<file path="src/rtl/axi4_lite_bram_bridge.sv">
// rtl/axi4_lite_bram_bridge.sv - AXI4-Lite slave onto NUM_BANKS single-port BRAM banks
module axi4_lite_bram_bridge #(
  parameter int DWIDTH               = 32,
  parameter int AWIDTH               = 4,
  parameter int MEM_DEPTH            = 10,
  parameter int NUM_BANKS            = 2,
  parameter int RD_LATENCY           = 1,
  parameter int C_S00_AXI_DATA_WIDTH = 32,
  parameter int C_S00_AXI_ADDR_WIDTH = 8
) (
  input  logic                                s00_axi_aclk,
  input  logic                                s00_axi_aresetn,
  input  logic [C_S00_AXI_ADDR_WIDTH-1:0]     s00_axi_awaddr,
  input  logic [2:0]                          s00_axi_awprot,
  input  logic                                s00_axi_awvalid,
  output logic                                s00_axi_awready,
  input  logic [C_S00_AXI_DATA_WIDTH-1:0]     s00_axi_wdata,
  input  logic [C_S00_AXI_DATA_WIDTH/8-1:0]   s00_axi_wstrb,
  input  logic                                s00_axi_wvalid,
  output logic                                s00_axi_wready,
  output logic [1:0]                          s00_axi_bresp,
  output logic                                s00_axi_bvalid,
  input  logic                                s00_axi_bready,
  input  logic [C_S00_AXI_ADDR_WIDTH-1:0]     s00_axi_araddr,
  input  logic [2:0]                          s00_axi_arprot,
  input  logic                                s00_axi_arvalid,
  output logic                                s00_axi_arready,
  output logic [C_S00_AXI_DATA_WIDTH-1:0]     s00_axi_rdata,
  output logic [1:0]                          s00_axi_rresp,
  output logic                                s00_axi_rvalid,
  input  logic                                s00_axi_rready,
  output logic [AWIDTH-1:0]                   o_bram_addr,
  output logic [DWIDTH-1:0]                   o_bram_d,
  output logic [DWIDTH/8-1:0]                 o_bram_be,
  output logic [NUM_BANKS-1:0]                o_bram_ce,
  output logic [NUM_BANKS-1:0]                o_bram_we,
  input  logic [NUM_BANKS*DWIDTH-1:0]         i_bram_q,
  output logic                                o_busy
);

  localparam int BW = (NUM_BANKS > 1) ? $clog2(NUM_BANKS) : 1;
  localparam logic [AWIDTH:0] DEPTH_L = (AWIDTH+1)'(MEM_DEPTH);
  localparam logic [BW:0]     BANKS_L = (BW+1)'(NUM_BANKS);

  typedef enum logic [2:0] {IDLE, WR_ACC, WR_RESP, RD_ACC, RD_WAIT, RD_RESP} state_t;

  state_t              state;
  logic                prio_wr;
  logic [1:0]          rd_cnt;
  logic [BW-1:0]       rd_bank;
  logic [AWIDTH-1:0]   aw_off, ar_off;
  logic [BW-1:0]       aw_bank, ar_bank;
  logic [NUM_BANKS-1:0] aw_onehot, ar_onehot;
  logic                aw_ok, ar_ok;
  logic [DWIDTH-1:0]   q_arr [NUM_BANKS];
  logic                wr_req, rd_req;
  logic                unused_bits;

  assign aw_off = s00_axi_awaddr[2 +: AWIDTH];
  assign ar_off = s00_axi_araddr[2 +: AWIDTH];

  // With a single bank there are no bank-select bits at all.
  if (NUM_BANKS > 1) begin : g_bank_sel
    assign aw_bank = s00_axi_awaddr[2+AWIDTH +: BW];
    assign ar_bank = s00_axi_araddr[2+AWIDTH +: BW];
  end else begin : g_bank_one
    assign aw_bank = '0;
    assign ar_bank = '0;
  end

  for (genvar b = 0; b < NUM_BANKS; b++) begin : g_q
    assign q_arr[b] = i_bram_q[b*DWIDTH +: DWIDTH];
  end

  assign aw_ok = ({1'b0, aw_off} < DEPTH_L) && ({1'b0, aw_bank} < BANKS_L);
  assign ar_ok = ({1'b0, ar_off} < DEPTH_L) && ({1'b0, ar_bank} < BANKS_L);

  always_comb begin
    aw_onehot = '0;
    ar_onehot = '0;
    for (int b = 0; b < NUM_BANKS; b++) begin
      aw_onehot[b] = (aw_bank == BW'(b));
      ar_onehot[b] = (ar_bank == BW'(b));
    end
  end

  assign wr_req = s00_axi_awvalid & s00_axi_wvalid;
  assign rd_req = s00_axi_arvalid;
  assign unused_bits = ^{s00_axi_awprot, s00_axi_arprot, s00_axi_awaddr, s00_axi_araddr};

  always_ff @(posedge s00_axi_aclk or negedge s00_axi_aresetn) begin
    if (!s00_axi_aresetn) begin
      state           <= IDLE;
      prio_wr         <= 1'b1;
      rd_cnt          <= '0;
      rd_bank         <= '0;
      s00_axi_awready <= 1'b0;
      s00_axi_wready  <= 1'b0;
      s00_axi_bvalid  <= 1'b0;
      s00_axi_bresp   <= 2'b00;
      s00_axi_arready <= 1'b0;
      s00_axi_rvalid  <= 1'b0;
      s00_axi_rresp   <= 2'b00;
      s00_axi_rdata   <= '0;
      o_bram_addr     <= '0;
      o_bram_d        <= '0;
      o_bram_be       <= '0;
      o_bram_ce       <= '0;
      o_bram_we       <= '0;
      o_busy          <= 1'b0;
    end else begin
      case (state)
        IDLE: begin
          // On a collision the priority flag flips so the other type wins next time.
          if (wr_req && (!rd_req || prio_wr)) begin
            state           <= WR_ACC;
            s00_axi_awready <= 1'b1;
            s00_axi_wready  <= 1'b1;
            o_busy          <= 1'b1;
            if (rd_req) prio_wr <= 1'b0;
          end else if (rd_req) begin
            state           <= RD_ACC;
            s00_axi_arready <= 1'b1;
            o_busy          <= 1'b1;
            if (wr_req) prio_wr <= 1'b1;
          end
        end
        WR_ACC: begin
          s00_axi_awready <= 1'b0;
          s00_axi_wready  <= 1'b0;
          o_bram_addr     <= aw_off;
          o_bram_d        <= s00_axi_wdata;
          o_bram_be       <= s00_axi_wstrb;
          s00_axi_bvalid  <= 1'b1;
          state           <= WR_RESP;
          if (aw_ok) begin
            o_bram_ce     <= aw_onehot;
            o_bram_we     <= aw_onehot;
            s00_axi_bresp <= 2'b00;
          end else begin
            s00_axi_bresp <= 2'b10;
          end
        end
        WR_RESP: begin
          o_bram_ce <= '0;
          o_bram_we <= '0;
          if (s00_axi_bready) begin
            s00_axi_bvalid <= 1'b0;
            o_busy         <= 1'b0;
            state          <= IDLE;
          end
        end
        RD_ACC: begin
          s00_axi_arready <= 1'b0;
          if (ar_ok) begin
            o_bram_addr <= ar_off;
            o_bram_ce   <= ar_onehot;
            rd_bank     <= ar_bank;
            rd_cnt      <= '0;
            state       <= RD_WAIT;
          end else begin
            s00_axi_rdata  <= '0;
            s00_axi_rresp  <= 2'b10;
            s00_axi_rvalid <= 1'b1;
            state          <= RD_RESP;
          end
        end
        RD_WAIT: begin
          o_bram_ce <= '0;
          if (rd_cnt == 2'(RD_LATENCY)) begin
            s00_axi_rdata  <= q_arr[rd_bank];
            s00_axi_rresp  <= 2'b00;
            s00_axi_rvalid <= 1'b1;
            state          <= RD_RESP;
          end else begin
            rd_cnt <= rd_cnt + 2'd1;
          end
        end
        RD_RESP: begin
          if (s00_axi_rready) begin
            s00_axi_rvalid <= 1'b0;
            o_busy         <= 1'b0;
            state          <= IDLE;
          end
        end
        default: state <= IDLE;
      endcase
    end
  end

endmodule

</file>
<file path="config.mk">
export PLATFORM = sky130hd
export DESIGN_NAME = axi4_lite_bram_bridge
export DESIGN_NICKNAME = d
export VERILOG_FILES = /design/src/rtl/axi4_lite_bram_bridge.sv
export SDC_FILE = /design/constraint.sdc
export NUM_CORES = 1
export LEC_CHECK = 0
export CORE_MARGIN = 4
export CORE_UTILIZATION = 43
export DETAILED_ROUTE_END_ITERATION = 8
export GPL_ROUTABILITY_DRIVEN = 0
export MAX_ROUTING_LAYER = met4
export PLACE_DENSITY = 0.95
export SETUP_SLACK_MARGIN = 0.4
export SYNTH_ARGS = -nofsm -noshare
export SYNTH_HDL_FRONTEND = slang
export SYNTH_SLANG_ARGS = --single-unit
</file>
<file path="constraint.sdc">
create_clock -name s00_axi_aclk -period 4.55 [get_ports s00_axi_aclk]
set_clock_uncertainty 0.2 [all_clocks]
set_input_delay 1.1375 -clock s00_axi_aclk [delete_from_list [all_inputs] [get_ports s00_axi_aclk]]
set_output_delay 1.1375 -clock s00_axi_aclk [all_outputs]
set_load 0.05 [all_outputs]
</file>
## After elaboration in Yosys (flattened, before gate mapping)

Index checks and enable logic that the tools add are counted.
W data, S select, Z words.

- Bits in registers: 92
- Output and inout bits: 86

- Add/subtract/negate cells: 1
- Magnitude comparators: 3
- Eq/ne operators: 17
- Multiplexer cells: 43
- Bitwise operators: 4
- Reduce and logical (&&, ||, !) cells: 27

Operators by type and width:

| cell | number |
|---|---|
| $mux W32 | 5 |
| $pmux W32 S2 | 1 |
| $ne A2 B2 Y1 const B | 10 |
| $pmux W3 S6 | 1 |
| $mux W3 | 5 |
| $reduce_and A3 Y1 | 5 |
| $mux W2 | 7 |
| $mux W1 | 13 |
| $pmux W2 S2 | 3 |
| $reduce_and A4 Y1 | 3 |
| $reduce_bool A2 Y1 | 6 |
| $reduce_and A2 Y1 | 5 |
| $reduce_bool A3 Y1 | 3 |
| $lt A4 B4 Y1 const B | 2 |
| $pmux W4 S2 | 1 |
| $eq A3 B2 Y1 const B | 2 |
| $eq A3 B3 Y1 const B | 2 |
| $pmux W1 S2 | 3 |
| $pmux W1 S3 | 2 |
| $pmux W2 S3 | 1 |
| $mux W4 | 1 |
| $eq A3 B1 Y1 const B | 1 |
| $logic_not A3 Y1 | 1 |
| $ne A3 B3 Y1 const B | 1 |
| other kinds (10) | 11 |

## Logic depth before layout (Yosys ltp)

Gate-level depths: netlist of run 1.

- Word-level depth: 6
- Mapped depth: 8
- Gate-level depth less buffers: 6

## Worst setup path after synthesis of run 1

Ideal clock, no wire load.

- Kind: input-to-reg
- From: in s00_axi_awaddr[4]
- To: reg o_bram_ce[0]
- Library setup time: 0.128 ns
- Data arrival time: 2.210 ns
- Required time: 4.222 ns
- Setup slack: 2.013 ns
- Stages: 4
- Path through: or2_0 > a311o_1 > a21oi_2 > mux2_1

- Word-level cells in the longest chain between the ends: 3

RTL lines:

| element | line | text |
|---|---|---|
| from (decl) | 13 | `input logic [C_S00_AXI_ADDR_WIDTH-1:0] s00_axi_awaddr,` |
| $lt A4 B4 Y1 | 75 | `assign aw_ok = ({1'b0, aw_off} < DEPTH_L) && ({1'b0, aw_bank} < BANKS_L);` |
| $ne A2 B2 Y1 (no line) | n/a |  |
| $reduce_and A3 Y1 (no line) | n/a |  |
| to (signal assigned) | 137 | `o_bram_ce <= aw_onehot;` |
| to (signal assigned) | 157 | `o_bram_ce <= ar_onehot;` |
| to (decl) | 35 | `output logic [NUM_BANKS-1:0] o_bram_ce,` |

Every way passes these cells.
A chain may end at the register's enable or synchronous reset.

## Worst setup path in the final report of run 1

- From: reg o_bram_we[1]
- To: out o_bram_we[1]

RTL lines:

| element | line | text |
|---|---|---|
| from (decl) | 36 | `output logic [NUM_BANKS-1:0] o_bram_we,` |
| from (signal assigned) | 138 | `o_bram_we <= aw_onehot;` |

No word-level cell between the ends.

==> metrics.yaml, run 1 <==
logic_synthesis:
  syn_inst: 343
  ys_types: 43
  synthFlopType: "dfrtp_1"
  syn_avg_cell_area_um2: 11.80
  postSynthRegisterBits: 90
  netlist_area_um2: 4046
  yosysWarningCount: 0
  ys_seq_area_share_pct: 55.69
  synth-async-reset-ratio_pct: 100.0
  synth-edff-count: 0
clock_tree:
  clk_path_buf_depth: 2
  tritoncts: "done"
  cts.sinks: 90
  cts_root_buffer: "clkbuf_8"
  post-cts-setup-buffers: 0
  cts.clk_slew.worst_paths_ns: 0.08
  clk_latency_ns: 0.34
  cts_buffers: 9
  hold_buffers: 0
  htree_levels: 3
  cts_resized: 0
setup_path:
  worstPathArrival_ns: 1.58
  path_delay_family: "buffers and inverters"
  cp_num_buf_inv: 1
  r2r_setup_slack_ns: 2.00
  required_ns: 3.21
  r2r-start: "state[1]$_DFFE_PN0P_"
  worst-path-max-fanout: 3
  r2r_cells: 4
  crit_slowest_cell: "clkdlybuf4s50_1"
  max_stage_delay_ns: 0.85
  worstSetupEndpointType: "primary output"
  path_class: "flip-flop to primary output"
  r2r_end: "o_bram_ce[1]$_DFFE_PN0P_"
  path_cells: "clkdlybuf4s50_1"
  crit_path_start_kind: "flip-flop"
routing:
  wl_met1_um: 4437
  route.detailed.drc: 0
  drtPass1Iterations: 4
  route.met3.wl_um: 502
  drt_iter0_markers: 121
  vias_per_cell: 5.218
  met2_length_um: 6157
  routed.top_layer: "met4"
  detail-route-antenna-nets: 0
  via_count: 3381
  wl_um: 11400
  wl_per_cell_um: 17.58
timing:
  rsz0062_at_grt: "no"
  max_freq_ghz: 0.3423
  finalMaxSlewViolations: 0
  relSlewSlack_pct: 34.80
  hold_viol: 0
  fin_crit_sh_pct: 64.22
  setup_violations: 0
  worstMarginPinSlew_ns: 0.9757
  fin_ws_ns: 1.628
  period_needed_ns: 2.922
  timing.hold.ws_ns: 0.2835
  tns_ns: 0
power_and_ir_drop:
  power.density_nw_per_um2: 758.4
  ir_drop_v: 0.0004260
  p_leak_nw: 2.646
floorplan:
  dieArea_um2: 11030
  initial_core_util_pct: 44.00
  die_x_um: 105.0
  row_count: 35
  core-area_um2: 9196
  die_height_um: 105.0
  io_pins: 215
min_path:
  hp-start: "s00_axi_rresp[1]$_DFFE_PN0P_"
  hp-class: "flip-flop to flip-flop"
  worstHoldEndpoint: "s00_axi_rresp[1]$_DFFE_PN0P_"
  hold_depth: 1
final_layout:
  syn2layout_area_growth_pct: 56.12
  insertedDiodeCount: 0
  post-route-util_pct: 68.69
  drive_above_1_share_pct: 11.92
  nNetsFinal: 662
  fin_area_um2: 6317
job:
  drv_cap: 0
placement:
  dpl.hpwl_um: 8663
  place_ws_ns: 1.457
  dpl-instance-area_um2: 6065
  io_buffers: 200
global_routing:
  grt_max_degree: 67
  grt_pass1_wl_um: 18230
  antenna_found_initial: 0
  grt_overflow: 0
  track_usage_pct: 21.18
  grt_pass1_vias: 3576
outcome:
  status: "finished clean"
==> power by group <==
| part | internal [mW] | leakage, nW | switching, mW |
|---|---|---|---|
| sequential | 1.13 | 1.11 | 0.299 |
| combinational | 1.05 | 1.41 | 1.63 |
| clock | 0.396 | 0.123 | 0.276 |
==> flip-flops by register name, indices dropped and copies added (netlist names), 2 cells and up <==
register       cells
o_bram_addr        4
o_bram_be          4
o_bram_ce          2
o_bram_d          32
o_bram_we          2
rd_cnt             2
s00_axi_rdata     32
state              3
==> cells by family after synthesis <==
family                     after synthesis  share of synthesized area, %
muxes                                   77                         20.28
DFF                                     90                         55.69
other                                    1                       0.09268
adders and majority gates                1                        0.3092
buffers and inverters                   30                         4.020
xor gates and xnor gates                 2                        0.4330
AOI/OAI and AO/OA                       71                         11.35
and+or+nand+nor                         71                         7.824
==> how the worst max path moves through the flow <==
stage                                  start                        to  slack, ns  cells after the start
CTS                 o_bram_we[1]$_DFFE_PN0P_              o_bram_we[1]       1.61                      1
floorplan                  s00_axi_awaddr[4]  o_bram_ce[0]$_DFFE_PN0P_       2.01                      4
global route        o_bram_ce[1]$_DFFE_PN0P_              o_bram_ce[1]       1.59                      1
finish              o_bram_we[1]$_DFFE_PN0P_              o_bram_we[1]       1.63                      1
global placement           s00_axi_awaddr[4]  o_bram_ce[0]$_DFFE_PN0P_       1.52                      5
detailed placement         s00_axi_awaddr[4]  o_bram_ce[1]$_DFFE_PN0P_       1.46                      5
==> cell usage in the layout, fill, tap and decap left out, types with 3 or more instances in the layout <==
| master | netlist | routed |
|---|---|---|
| nand2b_1 | 3 | 3 |
| clkbuf_8 | 0 | 11 |
| nor2_1 | 12 | 12 |
| mux2i_1 | 37 | 37 |
| clkdlybuf4s50_1 | 0 | 199 |
| inv_1 | 4 | 4 |
| bufinv_16 | 0 | 3 |
| a31oi_1 | 5 | 5 |
| nand2_1 | 44 | 44 |
| a22o_1 | 3 | 3 |
| a21oi_1 | 7 | 7 |
| o22ai_1 | 34 | 34 |
| o21ai_0 | 9 | 9 |
| dfrtp_1 | 89 | 88 |
| buf_4 | 6 | 4 |
| mux2_2 | 38 | 38 |
==> synthesized netlist by cell type, types with 2 or more instances <==
master | number | area share [%]
a21o_1 | 2 | 0.37
a21oi_1 | 7 | 0.87
a21oi_2 | 2 | 0.43
a22o_1 | 3 | 0.65
a2bb2oi_1 | 2 | 0.43
a31oi_1 | 5 | 0.77
buf_2 | 16 | 2.0
buf_4 | 6 | 1.1
clkbuf_1 | 3 | 0.28
dfrtp_1 | 89 | 55
inv_1 | 4 | 0.37
mux2_1 | 2 | 0.56
mux2_2 | 38 | 11
mux2i_1 | 37 | 9.2
nand2_1 | 44 | 4.1
nand2b_1 | 3 | 0.46
nor2_1 | 12 | 1.1
o21ai_0 | 9 | 1.1
o22ai_1 | 34 | 5.3
xnor2_1 | 2 | 0.43
==> area by class of cell <==
| cell class | instances | area, um2 |
|---|---|---|
| clock inverters | 4 | 97.59 |
| repair buffers | 203 | 2022 |
| inverters | 4 | 15.01 |
| fillers | 680 | 2879 |
| clock buffers | 12 | 155.1 |
| flip-flops and latches | 90 | 2255 |
| well taps | 111 | 138.9 |
| multi-input cells | 224 | 1634 |
==> per-layer routing <==
layer | vias to the layer above | track usage (%)
li1 | 1597 | -
met1 | 1644 | 24.25
met2 | 119 | 37.12
met3 | 21 | 3.397
met4 | 0 | 8.341
met5 | - | -
==> through the flow <==
stage	cells	power (mW)
2_1_floorplan	344	3.235
3_3_place_gp	632	4.060
3_5_place_dp	632	4.150
4_1_cts	648	4.825
5_1_grt	648	5.011
6_report	648	4.791
Note: power is estimated with default switching activity, not from simulation.
==> run 2, diff against run 1 <==
--- a/config.mk
+++ b/config.mk
@@ -6,11 +6,11 @@
 export NUM_CORES = 1
 export LEC_CHECK = 0
 export CORE_MARGIN = 4
-export CORE_UTILIZATION = 43
+export CORE_UTILIZATION = 40
 export DETAILED_ROUTE_END_ITERATION = 8
 export GPL_ROUTABILITY_DRIVEN = 0
 export MAX_ROUTING_LAYER = met4
-export PLACE_DENSITY = 0.95
+export PLACE_DENSITY = 0.93
 export SETUP_SLACK_MARGIN = 0.4
 export SYNTH_ARGS = -nofsm -noshare
 export SYNTH_HDL_FRONTEND = slang
==> constraint.sdc (replaced) <==
create_clock -name s00_axi_aclk -period 2.7 [get_ports s00_axi_aclk]
set_clock_uncertainty 0.2 [all_clocks]
set_input_delay 0.675 -clock s00_axi_aclk [delete_from_list [all_inputs] [get_ports s00_axi_aclk]]
set_output_delay 0.675 -clock s00_axi_aclk [all_outputs]
set_load 0.05 [all_outputs]
==> run 2 against run 1 <==
Sequential share of layout area grew 0.75 points; die area grew 6.9%; clock power grew 22%; wire length shrank 4.5%; count of clock-buffer cells in the layout grew 2; first-iteration DRC count grew 82%; worst setup slack lost 1.2 ns; sequential power grew 66%; critical path depth grew 4; critical path type is now input pin to flip-flop; largest cell class unchanged; highest routed layer unchanged.
==> metrics.yaml, run 2 (synthesized netlist as in run 1, its figures left out) <==
global_routing:
  grt_pass1_wl_um: 16880
  grt_use_met2_pct: 32.13
  antenna_found_initial: 0
  top_usage_layer: "met2"
  grt_pass1_vias: 3512
  grt_overflow: 0
  track_usage_pct: 18.82
  grt_util_met1_pct: 21.19
  grtUsageMet3_pct: 5.134
  grt_max_degree: 67
final_layout:
  final_common_cell: "clkdlybuf4s50_1"
  insertedDiodeCount: 0
  fin_area_um2: 6191
  syn2layout_area_growth_pct: 53.00
  nNetsFinal: 664
  fill_cells: 840
  stdcell_count: 672
  reg_top3: "o_bram_d x32, s00_axi_rdata x32"
  final_cell_mix: "clkdlybuf4s50_1 (115), dfrtp_1 (87), dlygate4sd2_1 (84)"
  drive_above_1_share_pct: 12.06
timing:
  relSlewSlack_pct: 37.70
  max_freq_ghz: 0.4403
  setup_violations: 0
  tns_ns: 0
  rsz0062_at_grt: "no"
  worstMarginPinSlew_ns: 0.9346
  fin_crit_sh_pct: 84.12
  hold_viol: 0
  finalMaxSlewViolations: 0
  period_needed_ns: 2.271
floorplan:
  dieArea_um2: 11790
  io_pins: 215
  initial_core_util_pct: 41.21
  row_count: 36
  die_height_um: 108.6
  die_x_um: 108.6
  core-area_um2: 9819
routing:
  wl_um: 10880
  drt_iter0_markers: 220
  detail-route-antenna-nets: 0
  vias_per_cell: 5.061
  drtPass1Iterations: 4
  route.detailed.drc: 0
  via_count: 3401
  wl_per_cell_um: 16.19
setup_path:
  crit_slowest_cell: "clkdlybuf4s50_1"
  required_ns: 2.73
  max_stage_delay_ns: 0.45
  cp_num_buf_inv: 1
  worstPathArrival_ns: 2.30
  crit_path_start_kind: "input pin"
  worst-path-max-fanout: 3
  path_delay_family: "compound AO/OA/AOI/OAI gates"
  path_cells: "clkdlybuf4s50_1 -> or2_0 -> a311o_1 -> a21oi_2 -> mux2_1"
  worstSetupEndpointType: "flip-flop"
  path_class: "input pin to flip-flop"
job:
  drv_cap: 0
clock_tree:
  cts_buffers: 9
  clk_path_buf_depth: 2
  post-cts-setup-buffers: 0
  htree_levels: 3
  cts_root_buffer: "clkbuf_8"
  cts.sinks: 90
  cts.clk_slew.worst_paths_ns: 0.09
  clk_latency_ns: 0.34
  tritoncts: "done"
min_path:
  hp-class: "input pin to asynchronous set/reset pin"
power_and_ir_drop:
  ir_drop_v: 0.0006186
  p_leak_nw: 2.823
  power.density_nw_per_um2: 1192
placement:
  dpl.hpwl_um: 8473
  placed_cells: 656
  dpl-instance-area_um2: 6120
  io_buffers: 200
outcome:
  status: "finished clean"
==> run 2: cell count changes in the layout (fill, tap and decap cells not counted) <==
cell	before	now
clkdlybuf4s50_1	199	115
dlygate4sd2_1	0	84
bufinv_16	3	0
clkbuf_1	1	3
buf_12	0	1
buf_4	4	5
clkinv_2	0	1
dfrtp_1	88	87
dfrtp_2	1	2
==> run 2: metrics by stage <==
step                utilization [%]  hold WS [ns]  total power, mW  setup slack, ns
floorplan                         -        0.1794            5.452           0.6250
global placement              62.32        0.2725            6.866           0.1165
detailed placement            62.32        0.2669            6.998          0.09748
CTS                           63.04        0.1262            7.460           0.4382
global route                  63.05        0.1501            7.801           0.4004
finish                        63.05        0.1241            7.382           0.4288
==> run 2: layout make-up <==
class / count / area, um2 / area share (%)
Multi-Input combinational cell: 224 / 1634 / 26.39
Clock inverter: 2 / 12.51 / 0.2021
Clock buffer: 14 / 162.7 / 2.627
Timing Repair Buffer: 205 / 1944 / 31.41
Inverter: 4 / 15.01 / 0.2425
Sequential cell: 90 / 2256 / 36.44
Tap cell: 133 / 166.4 / 2.688
==> run 2: power by group <==
| part | total (mW) | switching (mW) | internal, mW | leakage [nW] |
|---|---|---|---|---|
| Sequential | 2.37 | 0.456 | 1.91 | 1.11 |
| Clock | 0.821 | 0.436 | 0.386 | 0.0867 |
| Combinational | 4.19 | 2.76 | 1.44 | 1.63 |
| Total | 7.38 | 3.65 | 3.73 | 2.82 |
==> run 2: routing by layer <==
metal | part of all wire [%] | vias up
met1 | 40 | 1601
met2 | 49 | 173
met5 | 0 | -
met4 | 1.7 | 0
li1 | - | 1610
met3 | 9.2 | 17
==> run 2: path summary, 6_finish.rpt <==
check	depth (start not counted)	slack, ns	start	to
max in group asynchronous	2	1.48	s00_axi_aresetn	prio_wr$_DFFE_PN1P_
min in group s00_axi_aclk	1	0.29	o_bram_ce[0]$_DFFE_PN0P_	o_bram_ce[0]$_DFFE_PN0P_
worst min register to register	1	0.29	o_bram_ce[0]$_DFFE_PN0P_	o_bram_ce[0]$_DFFE_PN0P_
worst max-delay path	5	0.43	s00_axi_awaddr[4]	o_bram_ce[1]$_DFFE_PN0P_
worst max register to register	4	0.53	state[2]$_DFFE_PN0P_	o_bram_d[14]$_DFFE_PN0P_
worst min-delay path	1	0.12	s00_axi_aresetn	s00_axi_rresp[1]$_DFFE_PN0P_
==> run 2: repair_timing <==
action	in CTS	in global routing
hold endpoints to repair	0	0
pin swaps	0	1
setup endpoints to repair	84	8
gates resized for setup	84	1
cloned	0	0
hold buffers	0	0
